===== src/rtl/rv2t_instruction_fetch_pkg.sv =====
// rv2t_instruction_fetch_pkg
//   Shared definitions for the instruction fetch stage:
//   - XLEN / PC_BITWIDTH datapath widths
//   - fetch FSM state encoding (IDLE / REQ / WAIT)
//   - default reset PC and the sequential PC increment
//   - ack timer width (holds ACK_TIMEOUT values 1..255)
package rv2t_instruction_fetch_pkg;

    localparam int XLEN        = 32;
    localparam int PC_BITWIDTH = 32;
    localparam int TIMER_BITS  = 8;

    typedef enum logic [1:0] {
        FETCH_IDLE = 2'd0,
        FETCH_REQ  = 2'd1,
        FETCH_WAIT = 2'd2
    } fetch_state_e;

    localparam logic [PC_BITWIDTH-1:0] DEFAULT_RESET_PC = '0;
    localparam logic [PC_BITWIDTH-1:0] PC_INCR          = PC_BITWIDTH'(4);

endpackage


===== src/rtl/rv2t_fetch_ack_timer.sv =====
// rv2t_fetch_ack_timer
//   Saturating cycle counter used to bound the wait for an instruction
//   memory ack. The count is cleared while clear is high, advances by one
//   per cycle while enable is high, and sticks at its maximum value.
//   terminal is high on the cycle in which the count shows ACK_TIMEOUT-1,
//   i.e. the ACK_TIMEOUT-th enabled cycle since the last clear.
// Ports:
//   clk       core clock
//   reset_n   asynchronous active-low reset
//   clear     synchronous clear (wins over enable)
//   enable    count this cycle
//   terminal  count has reached the timeout limit (qualified by enable)
module rv2t_fetch_ack_timer
    import rv2t_instruction_fetch_pkg::*;
#(
    parameter int ACK_TIMEOUT = 255
) (
    input  logic clk,
    input  logic reset_n,
    input  logic clear,
    input  logic enable,
    output logic terminal
);

    localparam logic [TIMER_BITS-1:0] TERMINAL_COUNT = TIMER_BITS'(ACK_TIMEOUT - 1);

    logic [TIMER_BITS-1:0] count;

    always_ff @(posedge clk or negedge reset_n) begin
        if (!reset_n) begin
            count <= '0;
        end else if (clear) begin
            count <= '0;
        end else if (enable && (count != '1)) begin
            count <= count + TIMER_BITS'(1);
        end
    end

    assign terminal = enable && (count >= TERMINAL_COUNT);

endmodule


===== src/rtl/rv2t_instruction_fetch.sv =====
// rv2t_instruction_fetch
//   Instruction fetch stage feeding decode. Holds the architectural PC,
//   issues one memory read per fetch_enable pulse, and hands the returned
//   word to decode as a one-cycle enable_out pulse with IR_out / PC_out.
//   Jumps from execute redirect the PC; a jump arriving while a fetch is in
//   flight marks that fetch stale so its data is dropped on return.
//   A fetch whose ack does not arrive within ACK_TIMEOUT WAIT cycles is
//   abandoned with a one-cycle exception_fetch_timeout pulse.
//
//   Handshake: fetch_enable is only honoured when fetch_busy is low;
//   mem_read_en is a single-cycle strobe and exactly one mem_read_ack is
//   expected in return; enable_out is a single-cycle valid with no ready,
//   and IR_out / PC_out are meaningful only while it is high.
//
//   Build option RV2T_FETCH_MISALIGN_CHECK_EN:
//     defined   - a fetch from a PC with nonzero bits [1:0] issues no read,
//                 pulses exception_instruction_addr_misaligned and reports
//                 the faulty PC on PC_out.
//     undefined - mem_read_addr[1:0] is forced to 0 and the misaligned
//                 exception output is tied low.
//
// Ports:
//   clk, reset_n, sync_reset               clock, async reset, sync reset
//   fetch_enable                           start one fetch (IDLE only)
//   jump_en, jump_addr                     redirect from execute
//   mem_read_en, mem_read_addr             read strobe / byte address
//   mem_read_ack, mem_read_data            read return
//   enable_out, IR_out, PC_out             delivery to decode
//   fetch_busy                             high in REQ / WAIT
//   exception_fetch_timeout                one-cycle ack timeout pulse
//   exception_instruction_addr_misaligned  one-cycle misaligned pulse
//   state_dbg                              current FSM state encoding
module rv2t_instruction_fetch
    import rv2t_instruction_fetch_pkg::*;
#(
    parameter logic [PC_BITWIDTH-1:0] RESET_PC    = DEFAULT_RESET_PC,
    parameter int                     ACK_TIMEOUT = 255
) (
    input  logic                   clk,
    input  logic                   reset_n,
    input  logic                   sync_reset,
    input  logic                   fetch_enable,
    input  logic                   jump_en,
    input  logic [PC_BITWIDTH-1:0] jump_addr,
    output logic                   mem_read_en,
    output logic [PC_BITWIDTH-1:0] mem_read_addr,
    input  logic                   mem_read_ack,
    input  logic [XLEN-1:0]        mem_read_data,
    output logic                   enable_out,
    output logic [XLEN-1:0]        IR_out,
    output logic [PC_BITWIDTH-1:0] PC_out,
    output logic                   fetch_busy,
    output logic                   exception_fetch_timeout,
    output logic                   exception_instruction_addr_misaligned,
    output logic [1:0]             state_dbg
);

    fetch_state_e           state, state_next;
    logic [PC_BITWIDTH-1:0] pc_reg, pc_next;
    logic [PC_BITWIDTH-1:0] jump_target, target_next;
    logic                   squash, squash_next;
    logic [PC_BITWIDTH-1:0] fetch_addr;
    logic [PC_BITWIDTH-1:0] redirect_pc;
    logic                   redirect_pending;

    logic                   rd_en_next;
    logic [PC_BITWIDTH-1:0] rd_addr_next;
    logic                   en_next;
    logic [XLEN-1:0]        ir_next;
    logic [PC_BITWIDTH-1:0] pcout_next;
    logic                   timeout_next;
`ifdef RV2T_FETCH_MISALIGN_CHECK_EN
    logic                   misaligned_next;
    logic                   misaligned_q;
`endif

    logic                   timer_clear;
    logic                   timer_enable;
    logic                   timer_tc;

    // The timer runs only in WAIT and restarts from zero for every fetch.
    assign timer_clear  = sync_reset || (state != FETCH_WAIT);
    assign timer_enable = (state == FETCH_WAIT);

    rv2t_fetch_ack_timer #(
        .ACK_TIMEOUT (ACK_TIMEOUT)
    ) u_ack_timer (
        .clk      (clk),
        .reset_n  (reset_n),
        .clear    (timer_clear),
        .enable   (timer_enable),
        .terminal (timer_tc)
    );

    // A jump in the same cycle as fetch_enable wins over the held PC.
    assign fetch_addr = jump_en ? jump_addr : pc_reg;

    // When an in-flight fetch ends, a same-cycle jump is newer than any
    // previously latched target, so it takes precedence.
    assign redirect_pending = squash || jump_en;
    assign redirect_pc      = jump_en ? jump_addr : jump_target;

    always_comb begin
        state_next   = state;
        pc_next      = pc_reg;
        target_next  = jump_target;
        squash_next  = squash;
        rd_en_next   = 1'b0;
        rd_addr_next = mem_read_addr;
        en_next      = 1'b0;
        ir_next      = IR_out;
        pcout_next   = PC_out;
        timeout_next = 1'b0;
`ifdef RV2T_FETCH_MISALIGN_CHECK_EN
        misaligned_next = 1'b0;
`endif

        case (state)
            FETCH_IDLE: begin
                if (jump_en) begin
                    pc_next = jump_addr;
                end
                if (fetch_enable) begin
                    // The read strobe is launched on entry to REQ so that it
                    // is visible (registered) for the whole REQ cycle.
                    state_next  = FETCH_REQ;
                    squash_next = 1'b0;
`ifdef RV2T_FETCH_MISALIGN_CHECK_EN
                    rd_addr_next = fetch_addr;
                    rd_en_next   = (fetch_addr[1:0] == 2'b00);
`else
                    rd_addr_next = fetch_addr & ~PC_BITWIDTH'(3);
                    rd_en_next   = 1'b1;
`endif
                end
            end

            FETCH_REQ: begin
                state_next = FETCH_WAIT;
                // The read is already out, so a jump here stales it.
                if (jump_en) begin
                    squash_next = 1'b1;
                    target_next = jump_addr;
                end
`ifdef RV2T_FETCH_MISALIGN_CHECK_EN
                if (pc_reg[1:0] != 2'b00) begin
                    state_next      = FETCH_IDLE;
                    misaligned_next = 1'b1;
                    pcout_next      = pc_reg;
                    squash_next     = 1'b0;
                    if (jump_en) begin
                        pc_next = jump_addr;
                    end
                end
`endif
            end

            FETCH_WAIT: begin
                if (jump_en) begin
                    squash_next = 1'b1;
                    target_next = jump_addr;
                end
                if (mem_read_ack) begin
                    state_next  = FETCH_IDLE;
                    squash_next = 1'b0;
                    if (redirect_pending) begin
                        pc_next = redirect_pc;
                    end else begin
                        en_next    = 1'b1;
                        ir_next    = mem_read_data;
                        pcout_next = pc_reg;
                        pc_next    = pc_reg + PC_INCR;
                    end
                end else if (timer_tc) begin
                    state_next   = FETCH_IDLE;
                    squash_next  = 1'b0;
                    timeout_next = 1'b1;
                    if (redirect_pending) begin
                        pc_next = redirect_pc;
                    end
                end
            end

            default: begin
                state_next  = FETCH_IDLE;
                squash_next = 1'b0;
            end
        endcase
    end

    always_ff @(posedge clk or negedge reset_n) begin
        if (!reset_n) begin
            state                   <= FETCH_IDLE;
            pc_reg                  <= RESET_PC;
            jump_target             <= '0;
            squash                  <= 1'b0;
            mem_read_en             <= 1'b0;
            mem_read_addr           <= '0;
            enable_out              <= 1'b0;
            IR_out                  <= '0;
            PC_out                  <= '0;
            exception_fetch_timeout <= 1'b0;
`ifdef RV2T_FETCH_MISALIGN_CHECK_EN
            misaligned_q            <= 1'b0;
`endif
        end else if (sync_reset) begin
            state                   <= FETCH_IDLE;
            pc_reg                  <= RESET_PC;
            jump_target             <= '0;
            squash                  <= 1'b0;
            mem_read_en             <= 1'b0;
            mem_read_addr           <= '0;
            enable_out              <= 1'b0;
            IR_out                  <= '0;
            PC_out                  <= '0;
            exception_fetch_timeout <= 1'b0;
`ifdef RV2T_FETCH_MISALIGN_CHECK_EN
            misaligned_q            <= 1'b0;
`endif
        end else begin
            state                   <= state_next;
            pc_reg                  <= pc_next;
            jump_target             <= target_next;
            squash                  <= squash_next;
            mem_read_en             <= rd_en_next;
            mem_read_addr           <= rd_addr_next;
            enable_out              <= en_next;
            IR_out                  <= ir_next;
            PC_out                  <= pcout_next;
            exception_fetch_timeout <= timeout_next;
`ifdef RV2T_FETCH_MISALIGN_CHECK_EN
            misaligned_q            <= misaligned_next;
`endif
        end
    end

`ifdef RV2T_FETCH_MISALIGN_CHECK_EN
    assign exception_instruction_addr_misaligned = misaligned_q;
`else
    assign exception_instruction_addr_misaligned = 1'b0;
`endif

    assign fetch_busy = (state != FETCH_IDLE);
    assign state_dbg  = state;

endmodule


===== config.mk =====
export PLATFORM = sky130hd
export DESIGN_NAME = rv2t_instruction_fetch
export DESIGN_NICKNAME = d
export VERILOG_FILES = /design/src/rtl/rv2t_instruction_fetch_pkg.sv /design/src/rtl/rv2t_fetch_ack_timer.sv /design/src/rtl/rv2t_instruction_fetch.sv
export SDC_FILE = /design/constraint.sdc
export NUM_CORES = 1
export LEC_CHECK = 0
export CORE_MARGIN = 4
export CORE_UTILIZATION = 42
export CTS_CLUSTER_SIZE = 28
export DETAILED_ROUTE_END_ITERATION = 8
export PLACE_DENSITY = 0.68
export SYNTH_ARGS = -nofsm -noshare
export SYNTH_HDL_FRONTEND = slang
export SYNTH_SLANG_ARGS = --single-unit

===== constraint.sdc =====
create_clock -name clk -period 5.52 [get_ports clk]
set_clock_uncertainty 0.1 [all_clocks]
set_input_delay 1.104 -clock clk [delete_from_list [all_inputs] [get_ports clk]]
set_output_delay 1.104 -clock clk [all_outputs]
set_load 0.01 [all_outputs]

==> reports/qor.yml <==
job:
  maxCapViolCount: 0
clock_tree:
  clk_pin_slew_ns: 0.07
  cts-buffers-inserted: 17
  clk_latency_ns: 0.43
  cts-resized-gates: 0
  clockBufferDepth: 2
  hold_buffers: 0
  cts_setup_buffers: 0
  cts_tree: "yes"
  clock_sinks: 172
  cts-htree-levels: 4
  clockRootBuffer: "clkbuf_16"
grt:
  grt_pass1_vias: 7124
  antenna_found_initial: 0
  grt_max_degree: 91
  grt_pass1_wl_microns: 39700
  overflow: 0
  track_usage: 0.225
floorplan:
  rows: 51
  die_w_microns: 149
  die-area_sq_um: 22200
  ioPinCount: 173
  start_util: 0.428
  core_sq_um: 19500
  die_y_microns: 149
logic_synthesis:
  seq_area_frac_synth: 0.514
  synth_async_sr_flop_share: 1.00
  yosys_most_used_dff: "dfrtp_1"
  yosys_warnings: 0
  yosys_register_bits: 172
  synth_cells: 864
  synth.distinct_cells: 67
  synth_edf_count: 0
  syn-cell-area_sq_um: 8370
  avgSynthCellArea_sq_um: 9.68
setup_path:
  required_ns: 5.79
  cp-end-kind: "flip-flop"
  start_kind: "flip-flop"
  worst-setup-path-type: "flip-flop to flip-flop"
  critPathMaxFanout: 56
  cp.arrival_ns: 4.13
cells_and_area:
  fin_nets: 1072
  fin_cells: 1273
  finalInstanceArea_sq_um: 10800
  syn2layout_area_growth_pct: 29.3
  diodes: 0
  drive_above_1_share: 0.0685
drt:
  drt_iter0_markers: 749
  post_drt_wl_per_cell_microns: 19.9
  ant_nets: 0
  drc_errors: 0
  drt_wl_total_microns: 25300
  vias: 7442
  via_per_inst: 5.85
  drt-pass1-iter-count: 5
placed_design:
  io_buffers: 169
  gp_congestion: 0.886
  place_area_sq_um: 10200
  hpwlAfterDp_microns: 17200
  dp_cells: 1241
timing:
  relSlewSlack: 0.369
  report.final.slew_viol_count: 0
  setup_viol: 0
  fin_crit_ns: 3.86
  min_period_over_period: 0.699
  rsz0062_at_grt: "false"
  tns_ns: 0
  finalHoldViolCount: 0
  tightest_slew_ns: 0.944
  fmax_mhz: 259
power_and_ir_drop:
  p_per_area_nw_per_um2: 296
  irDropWorstVdd_mv: 0.219
  leakagePower_uw: 0.00458
run_status:
  outcome: "finished, final reports clean"
min_path:
  hp-class: "flip-flop to flip-flop"
## cells in the mapped netlist, types with 14 or more instances
cell      count  area, sq um
a22o_1       62          543
mux2i_1      25          250
inv_1        14         52.6
nor2_1       35          131
clkbuf_1     48          180
dfrtp_1     172         4300
o21ai_0      61          305
nand2_1     145          544
buf_2        17         85.1
a21oi_1      73          365
## placed cells by master (no fill, tap or decap), drive strengths merged, types with 8 or more instances in the layout
cell type        n
nand3            9
a31oi           11
buf             18
mux2i           25
a21oi           73
o21ai           68
nand2b          11
nor3            11
nand2          145
nor2            35
a211oi           8
inv             20
a221oi           8
clkdlybuf4s50  166
nand4            8
clkbuf          17
dfrtp          172
a22o            62
## worst max-delay path: stages (launching register included)
cell and delay (ns):
dfrtp_1 0.42, inv_1 0.10, ha_1 0.14, buf_4 0.40, inv_1 0.49, nor2_1 0.66
nand2_1 0.42, inv_2 0.24, buf_4 0.51, a22o_1 0.24
## logic make-up after synthesis
family / share of synthesized area
AO/OA/AOI/OAI: 0.242
other: 0.000448
flip-flops: 0.514
XOR/XNOR: 0.00523
AND/OR/NAND/NOR: 0.148
multiplexers: 0.0353
buffers and inverters: 0.0440
adder cells (fa/ha/maj): 0.0105
## layout make-up
cell class              instances  area, sq um
clock buffers                  17          425
clock inverters                15          185
fillers                      1774         8710
inverters                      15         56.3
multi-input cells             605         3720
flip-flops and latches        172         4300
well taps                     265          332
repair buffers                184         1800
## final timing paths
kind / startpoint / endpoint / slack, ns / depth (start not counted)
min in group asynchronous: reset_n / IR_out[21] / 0.61 / 1
max in group asynchronous: reset_n / jump_target[15] / 3.52 / 2
max: state_dbg[0] / IR_out[19] / 1.66 / 9
max reg2reg: state_dbg[0] / IR_out[19] / 1.66 / 9
min: PC_out[11] / PC_out[11] / 0.38 / 2
min reg2reg: PC_out[11] / PC_out[11] / 0.38 / 2
## stage by stage
stage | hold slack [ns] | util | setup WS (ns) | power [uW]
2_1_floorplan | 0.367 | - | 2.83 | 1710
3_3_place_gp | 0.367 | 0.523 | 1.76 | 1960
3_5_place_dp | 0.372 | 0.523 | 1.65 | 1960
4_1_cts | 0.389 | 0.554 | 1.71 | 3220
5_1_grt | 0.404 | 0.554 | 1.50 | 3330
6_report | 0.385 | 0.554 | 1.66 | 3210
## where the power goes
group | switching (uW) | total [uW] | internal, uW
sequential | 109 | 1450 | 1340
combinational | 289 | 503 | 213
clock | 538 | 1260 | 720
total | 937 | 3210 | 2270
## routing by layer
metal	global-route usage	share of wire	vias up
li1	-	-	3411
met1	0.337	0.46	3633
met2	0.326	0.44	371
met3	0.0547	0.091	27
met4	0.0604	0.013	0
met5	0	0	-
Power figures use the tool's default switching activity.
